$ cat src/rtl/simd_acc_pkg.sv
// Shared types and constants for the SIMD adder-tree accumulator/collector.
// Holds the FSM states, level codes, lane counts and the active-lane mask helper.
package simd_acc_pkg;

    typedef enum logic [1:0] {
        IDLE = 2'd0,
        ACC  = 2'd1,
        HOLD = 2'd2
    } state_t;

    localparam logic [1:0] LVL_L1 = 2'd0;
    localparam logic [1:0] LVL_L2 = 2'd1;
    localparam logic [1:0] LVL_L3 = 2'd2;

    localparam int NUM_L1 = 16;
    localparam int NUM_L2 = 4;
    localparam int NUM_L3 = 1;

    // Reserved code 3 falls through to the single-lane L3 view.
    function automatic logic [NUM_L1-1:0] lane_mask(input logic [1:0] sel);
        case (sel)
            LVL_L1:  return 16'hFFFF;
            LVL_L2:  return 16'h000F;
            default: return 16'h0001;
        endcase
    endfunction

endpackage

$ cat src/rtl/simd_acc_collector_if.sv
// Tree-output beats in, finished accumulator result out via valid/ready.
// Master drives the job and beats (upstream/bench); slave is the collector.
interface simd_acc_collector_if #(
    parameter int MAC_BW = 8,
    parameter int ACC_BW = 32,
    parameter int LEN_BW = 16
);
    import simd_acc_pkg::*;

    logic                                start;
    logic [1:0]                          sel;
    logic [LEN_BW-1:0]                   len;
    logic                                in_valid;
    logic [NUM_L1-1:0][2*MAC_BW-1:0]     iL1;
    logic [NUM_L2-1:0][2*MAC_BW-1:0]     iL2;
    logic [2*MAC_BW-1:0]                 iL3;
    logic                                out_valid;
    logic                                out_ready;
    logic [NUM_L1-1:0][ACC_BW-1:0]       oAcc;
    logic                                ovf;
    logic                                drop;
    logic                                busy;

    modport master (
        output start, sel, len, in_valid, iL1, iL2, iL3, out_ready,
        input  out_valid, oAcc, ovf, drop, busy
    );

    modport slave (
        input  start, sel, len, in_valid, iL1, iL2, iL3, out_ready,
        output out_valid, oAcc, ovf, drop, busy
    );

endinterface

$ cat src/rtl/simd_acc_lane.sv
// One accumulator lane: registered modulo-2^ACC_BW sum, 1-cycle update when en_i.
// carry_o is the combinational carry of the pending add; clr_i wins over en_i.
module simd_acc_lane #(
    parameter int MAC_BW = 8,
    parameter int ACC_BW = 32
) (
    input  logic                clk,
    input  logic                rst,
    input  logic                clr_i,
    input  logic                en_i,
    input  logic [2*MAC_BW-1:0] add_i,
    output logic [ACC_BW-1:0]   sum_o,
    output logic                carry_o
);

    logic [ACC_BW-1:0] sum_q;
    logic [ACC_BW-1:0] sum_d;
    logic [ACC_BW:0]   wide_sum;

    assign wide_sum = {1'b0, sum_q} + (ACC_BW+1)'(add_i);
    assign carry_o  = wide_sum[ACC_BW];

    always_comb begin
        sum_d = sum_q;
        if (clr_i) begin
            sum_d = '0;
        end else if (en_i) begin
            sum_d = wide_sum[ACC_BW-1:0];
        end
    end

    always_ff @(posedge clk or posedge rst) begin
        if (rst) begin
            sum_q <= '0;
        end else begin
            sum_q <= sum_d;
        end
    end

    assign sum_o = sum_q;

endmodule

$ cat src/rtl/simd_acc_collector.sv
// Accumulates len beats of one adder-tree level; out_valid the cycle after the last beat.
// Result held in HOLD until out_ready; beats outside ACC are discarded and flagged on drop.
module simd_acc_collector #(
    parameter int MAC_BW = 8,
    parameter int ACC_BW = 32,
    parameter int LEN_BW = 16
) (
    input  logic                  clk,
    input  logic                  rst,
    simd_acc_collector_if.slave   bus
);
    import simd_acc_pkg::*;

    state_t              state_q, state_d;
    logic [LEN_BW-1:0]   cnt_q, cnt_d;
    logic [LEN_BW-1:0]   len_q, len_d;
    logic [1:0]          sel_q, sel_d;
    logic                ovf_q, ovf_d;
    logic                drop_q, drop_d;

    logic                        clr;
    logic                        acc_beat;
    logic                        carry_any;
    logic [NUM_L1-1:0]           mask;
    logic [NUM_L1-1:0]           lane_en;
    logic [NUM_L1-1:0]           carry_w;
    logic [NUM_L1-1:0][2*MAC_BW-1:0] addend_w;
    logic [NUM_L1-1:0][ACC_BW-1:0]   sum_w;

    assign mask      = lane_mask(sel_q);
    assign acc_beat  = (state_q == ACC) && bus.in_valid;
    assign lane_en   = {NUM_L1{acc_beat}} & mask;
    assign carry_any = |(carry_w & mask);

    // Steering: lane g only ever sees the tree outputs that exist for it.
    for (genvar g = 0; g < NUM_L1; g++) begin : g_lane
        if (g == 0) begin : g_l0
            assign addend_w[g] = (sel_q == LVL_L1) ? bus.iL1[g] :
                                 (sel_q == LVL_L2) ? bus.iL2[g] : bus.iL3;
        end else if (g < NUM_L2) begin : g_l2
            assign addend_w[g] = (sel_q == LVL_L1) ? bus.iL1[g] :
                                 (sel_q == LVL_L2) ? bus.iL2[g] : '0;
        end else begin : g_l1
            assign addend_w[g] = (sel_q == LVL_L1) ? bus.iL1[g] : '0;
        end

        simd_acc_lane #(
            .MAC_BW (MAC_BW),
            .ACC_BW (ACC_BW)
        ) u_lane (
            .clk     (clk),
            .rst     (rst),
            .clr_i   (clr),
            .en_i    (lane_en[g]),
            .add_i   (addend_w[g]),
            .sum_o   (sum_w[g]),
            .carry_o (carry_w[g])
        );
    end

    always_comb begin
        state_d = state_q;
        cnt_d   = cnt_q;
        len_d   = len_q;
        sel_d   = sel_q;
        ovf_d   = ovf_q;
        drop_d  = drop_q;
        clr     = 1'b0;

        case (state_q)
            IDLE: begin
                if (bus.in_valid) drop_d = 1'b1;
                if (bus.start) begin
                    sel_d   = bus.sel;
                    len_d   = (bus.len == '0) ? LEN_BW'(1) : bus.len;
                    cnt_d   = '0;
                    ovf_d   = 1'b0;
                    clr     = 1'b1;
                    state_d = ACC;
                end
            end
            ACC: begin
                if (bus.in_valid) begin
                    ovf_d = ovf_q | carry_any;
                    cnt_d = cnt_q + LEN_BW'(1);
                    if (cnt_q == len_q - LEN_BW'(1)) state_d = HOLD;
                end
            end
            HOLD: begin
                if (bus.in_valid) drop_d = 1'b1;
                if (bus.out_ready) begin
                    if (bus.start) begin
                        sel_d   = bus.sel;
                        len_d   = (bus.len == '0) ? LEN_BW'(1) : bus.len;
                        cnt_d   = '0;
                        ovf_d   = 1'b0;
                        clr     = 1'b1;
                        state_d = ACC;
                    end else begin
                        state_d = IDLE;
                    end
                end
            end
            default: state_d = IDLE;
        endcase
    end

    always_ff @(posedge clk or posedge rst) begin
        if (rst) begin
            state_q <= IDLE;
            cnt_q   <= '0;
            len_q   <= '0;
            sel_q   <= '0;
            ovf_q   <= 1'b0;
            drop_q  <= 1'b0;
        end else begin
            state_q <= state_d;
            cnt_q   <= cnt_d;
            len_q   <= len_d;
            sel_q   <= sel_d;
            ovf_q   <= ovf_d;
            drop_q  <= drop_d;
        end
    end

    assign bus.out_valid = (state_q == HOLD);
    assign bus.busy      = (state_q != IDLE);
    assign bus.oAcc      = sum_w;
    assign bus.ovf       = ovf_q;
    assign bus.drop      = drop_q;

endmodule

$ cat src/flat_wrapper.sv
// flat-port wrapper written by rule: the top's interface ports become plain ports
module simd_acc_collector_flat import simd_acc_pkg::*;
#(
    parameter int MAC_BW = 8,
    parameter int ACC_BW = 32,
    parameter int LEN_BW = 16
)
  (clk, rst, bus_start, bus_sel, bus_len, bus_in_valid, bus_iL1, bus_iL2, bus_iL3, bus_out_ready, bus_out_valid, bus_oAcc, bus_ovf, bus_drop, bus_busy);
  simd_acc_collector_if #(.MAC_BW(MAC_BW), .ACC_BW(ACC_BW), .LEN_BW(LEN_BW)) bus_i ();
  input  logic clk;
  input  logic rst;
  input wire logic [$bits(bus_i.start)-1:0] bus_start;
  input wire logic [$bits(bus_i.sel)-1:0] bus_sel;
  input wire logic [$bits(bus_i.len)-1:0] bus_len;
  input wire logic [$bits(bus_i.in_valid)-1:0] bus_in_valid;
  input wire logic [$bits(bus_i.iL1)-1:0] bus_iL1;
  input wire logic [$bits(bus_i.iL2)-1:0] bus_iL2;
  input wire logic [$bits(bus_i.iL3)-1:0] bus_iL3;
  input wire logic [$bits(bus_i.out_ready)-1:0] bus_out_ready;
  output wire logic [$bits(bus_i.out_valid)-1:0] bus_out_valid;
  output wire logic [$bits(bus_i.oAcc)-1:0] bus_oAcc;
  output wire logic [$bits(bus_i.ovf)-1:0] bus_ovf;
  output wire logic [$bits(bus_i.drop)-1:0] bus_drop;
  output wire logic [$bits(bus_i.busy)-1:0] bus_busy;
  assign bus_i.start = bus_start;
  assign bus_i.sel = bus_sel;
  assign bus_i.len = bus_len;
  assign bus_i.in_valid = bus_in_valid;
  assign bus_i.iL1 = bus_iL1;
  assign bus_i.iL2 = bus_iL2;
  assign bus_i.iL3 = bus_iL3;
  assign bus_i.out_ready = bus_out_ready;
  assign bus_out_valid = bus_i.out_valid;
  assign bus_oAcc = bus_i.oAcc;
  assign bus_ovf = bus_i.ovf;
  assign bus_drop = bus_i.drop;
  assign bus_busy = bus_i.busy;
  simd_acc_collector #(.MAC_BW(MAC_BW), .ACC_BW(ACC_BW), .LEN_BW(LEN_BW)) u_core (.clk(clk), .rst(rst), .bus(bus_i));
endmodule
$ cat config.mk
export PLATFORM = sky130hd
export DESIGN_NAME = simd_acc_collector_flat
export DESIGN_NICKNAME = d
export VERILOG_FILES = /design/src/rtl/simd_acc_pkg.sv /design/src/rtl/simd_acc_collector_if.sv /design/src/rtl/simd_acc_lane.sv /design/src/rtl/simd_acc_collector.sv /design/src/flat_wrapper.sv
export SDC_FILE = /design/constraint.sdc
export NUM_CORES = 2
export LEC_CHECK = 0
export ABC_AREA = 1
export CAP_MARGIN = 20
export CORE_AREA = 2 2 341 343
export DETAILED_ROUTE_END_ITERATION = 8
export DIE_AREA = 0 0 343 345
export PLACE_DENSITY = 0.76
export SLEW_MARGIN = 20
export SYNTH_ARGS = -nofsm -noshare
export SYNTH_HDL_FRONTEND = slang
export SYNTH_HIERARCHICAL = 1
export SYNTH_SLANG_ARGS = --single-unit
$ cat constraint.sdc
create_clock -name clk -period 3.4 [get_ports clk]
set_input_delay 0.68 -clock clk [delete_from_list [all_inputs] [get_ports clk]]
set_output_delay 0.68 -clock clk [all_outputs]
set_load 0.005 [all_outputs]
==> metrics.md <==
| Metric | Value |
|---|---|
| Chip Width | 343 um |
| Fin crit period | 3309 ps |
| Post-Route WL | 197,400 um |
| Die ar. | 118,300 sq um |
| Period utilisation layout | 97.32% |
| Hpwl dp | 157,900 um |
| Final number of setup-violating endpoints | 0 |
| Antenna Nets Post-Route | 0 |
| Vert. Die Dim | 345 um |
| Number of global-route vias before repair | 53,190 |
| Critical path launch point type | flip-flop |
| Core ar. | 115,100 sq um |
| Mapped Area | 49,450 sq um |
| Initial antenna violation count | 10 |
| Clk slew on worst S/H paths | 60 ps |
| CTS max path bufs | 3 |
| Post-Syn Instances | 8,066 |
| Syn. warnings | 6 |
| Vias per inst | 5.150 |
| Largest net degree at the start of global routing | 42 |
| Total CTS buffers | 73 |
| Max IR drop VDD | 0.4425 mV |
| Sequential area share after synthesis | 27.83% |
| First-pass GRT wire length | 296,100 um |
| Final Skew | 32.37 ps |
| Crit-path max FO | 10 |
| Primary FF master, synth | dfrtp_1 |
| TritonCTS clock tree | built |
| Top-count cell post-synth | nand2_1 |
| Dominant cell type by area after synthesis | dfrtp_1 |
| WL/cell | 18.13 um |
| First drt pass iteration count | 8 |
| Placer Congestion | 1.006 |
| #FFs+latches synth | 550 |
| Dpl cells | 10,740 |
| CP Data Required Time | 3930 ps |
| Number of synthesized flops with an enable pin | 0 |
| Max Clk Rate | 0.3022 GHz |
| Clock Tree Root | clkbuf_16 |
| Post-layout total power | 0.03977 W |
| Io pins | 875 |
| Async SR Flop Fraction | 100.0% |
| Fin cells | 10,890 |
| Final net count | 9,937 |
| Synth cell count leaders | 2,709 x nand2_1, 1,190 x inv_1, 1,027 x nor2_1, 550 x dfrtp_1, 543 x nand3_1 |
| R2R Path Start | u_core/sel_q[0] |
| Area contributors post-synth | dfrtp_1 28%, nand2_1 21%, inv_1 9.0% |
| Drt drc | 0 |
| Crit Path Category | reg2reg |
| P per Cell Area | 605.7 nW/um^2 |
| 1st-iter DRT viols | 4,203 |
| RSZ-0062 raised after global routing | yes |
| Port Buffers | 874 |
| Slew Viols, Final | 0 |
| Leak | 34.16 nW |
| CP endpoint kind | flip-flop |
| GRT Total Usage | 31.67% |
| Max Cap Violations | 0 |
| CP arrival | 3830 ps |
| Total congestion overflow | 0 |
| Syn_nets | 8,699 |
| H-tree Lvls | 3 |
| Cell Rows | 125 |
| Post-synth top area share | 27.83% |
| Min-Delay Path Class | in2async |
| Measured slew at the worst slew-check pin | 936.4 ps |
| CTS Sinks | 550 |
| Relative max-transition margin | 37.57% |
| Initial Util | 42.96% |
| Clk Latency, worst-skew pair | 670 ps |
| Setup TNS | 0 ps |
| Status | completed |
| R2r setup slk | 90 ps |
| Hold Fails Final Rpt | 0 |
| Mean Syn Cell Area | 6.131 sq um |
| Share of cells above drive strength 1 | 11.59% |
| Distinct cells, synth | 43 |
| Critical R2R Capture | u_core/bus.ovf |
| Area delta synth->final | 32.78% |
| R2r worst-path depth | 17 |
| Vias | 56,070 |
-- sequential cells by signal (all words and copies together) (netlist names) --
name and count:
u_core/sel_q 2, u_core/bus.ovf 1, u_core/cnt_q 16, u_core/len_q 16
u_core/state_q 2, u_core/g_lane.u_lane/sum_o 512, u_core/bus.drop 1
-- power breakdown --
| part | internal [W] | switching (W) |
|---|---|---|
| sequential | 0.00763 | 0.00127 |
| combinational | 0.00929 | 0.0132 |
| clock | 0.00508 | 0.00331 |
| total | 0.0220 | 0.0178 |
-- layout make-up --
cell class	count	area (sq um)
Timing Repair inverter	3	33.78
Clock buffer	102	2098
Timing Repair Buffer	1265	11960
Sequential cell	550	13760
Tap cell	1524	1907
Multi-Input combinational cell	6113	30530
Fill cell	11150	49450
Antenna cell	5	12.51
Inverter	1298	4900
Clock inverter	29	450.4
-- placed cells by master, fill, tap and decap left out, types with 17 or more instances in the layout --
cell type,n
nand3_1,542
o21ai_1,73
nor3_1,103
inv_2,98
inv_1,1189
a21oi_1,364
nor2_1,1004
nor2_4,25
ha_1,248
dfrtp_1,549
buf_4,370
xor2_1,41
xnor2_1,80
or2_2,23
clkdlybuf4s50_1,873
nand2_1,2697
nand4_1,106
nand2_2,141
and2_1,17
nand3b_1,34
o21ai_0,179
nor4_1,38
a22o_1,65
nand3_2,98
nor2_2,135
clkbuf_16,79
-- kinds of logic (layout without fill, tap and decap cells) --
| kind of cell | after synthesis | in the layout | synth area share, % |
|---|---|---|---|
| AND/OR/NAND/NOR | 4994 | 4994 | 43.81 |
| buffers and inverters | 1403 | 2697 | 11.06 |
| AO/OA/AOI/OAI | 724 | 724 | 7.980 |
| flip-flops | 550 | 550 | 27.83 |
| adder cells (fa/ha/maj) | 274 | 274 | 7.176 |
| XOR/XNOR | 121 | 121 | 2.143 |
| other | 0 | 5 | 0 |
-- what timing repair did --
item	in CTS	in global routing
setup endpoints to repair	1	1
pin swaps	3	15
hold buffers	0	0
cloned	0	7
resized for setup	9	84
buffers inserted	1	6
-- stage by stage --
step	hold WS [ps]	util, %	instance area, sq um	worst slack, ps
floorplan	462.3	-	49450	132.6
global placement	492.5	54.33	62540	-547.1
detailed placement	498.6	54.33	62540	-566.9
CTS	316.8	56.60	65150	1.666
global route	325.9	57.04	65660	-47.69
finish	338.4	57.04	65660	91.15
-- critical path: stages (launching register included) --
cell and delay (ps):
dfrtp_1 420, nor2_4 170, buf_12 180, clkinv_16 120, clkbuf_16 200, nor2_1 320
ha_1 330, nand2_2 130, nor2_2 60, a21oi_1 170, nand2_2 70, and3_2 210
nor4_4 250, nand3_2 180, nand2_1 90, nand3_1 80, a21oi_2 120, nor2_1 40
-- how the worst max path moves through the flow --
stage,from,to,depth (start not counted)
global route,u_core/sel_q[0],u_core/bus.ovf,19
detailed placement,bus_iL1[151],u_core/bus.ovf,17
global placement,bus_iL1[151],u_core/bus.ovf,17
finish,u_core/sel_q[0],u_core/bus.ovf,17
floorplan,bus_out_ready,u_core/g_lane[0].u_lane/sum_o[16],10
CTS,u_core/sel_q[1],u_core/bus.ovf,18
-- routing by layer --
metal / vias to the layer above / wire [um] / track usage [%]
li1: 27770 / - / -
met1: 25850 / 78040 / 37.23
met2: 2028 / 92980 / 53.86
met3: 416 / 16070 / 7.414
met4: 10 / 10230 / 15.51
met5: - / 59 / 0
No activity file was read; power rests on OpenSTA's default activity.
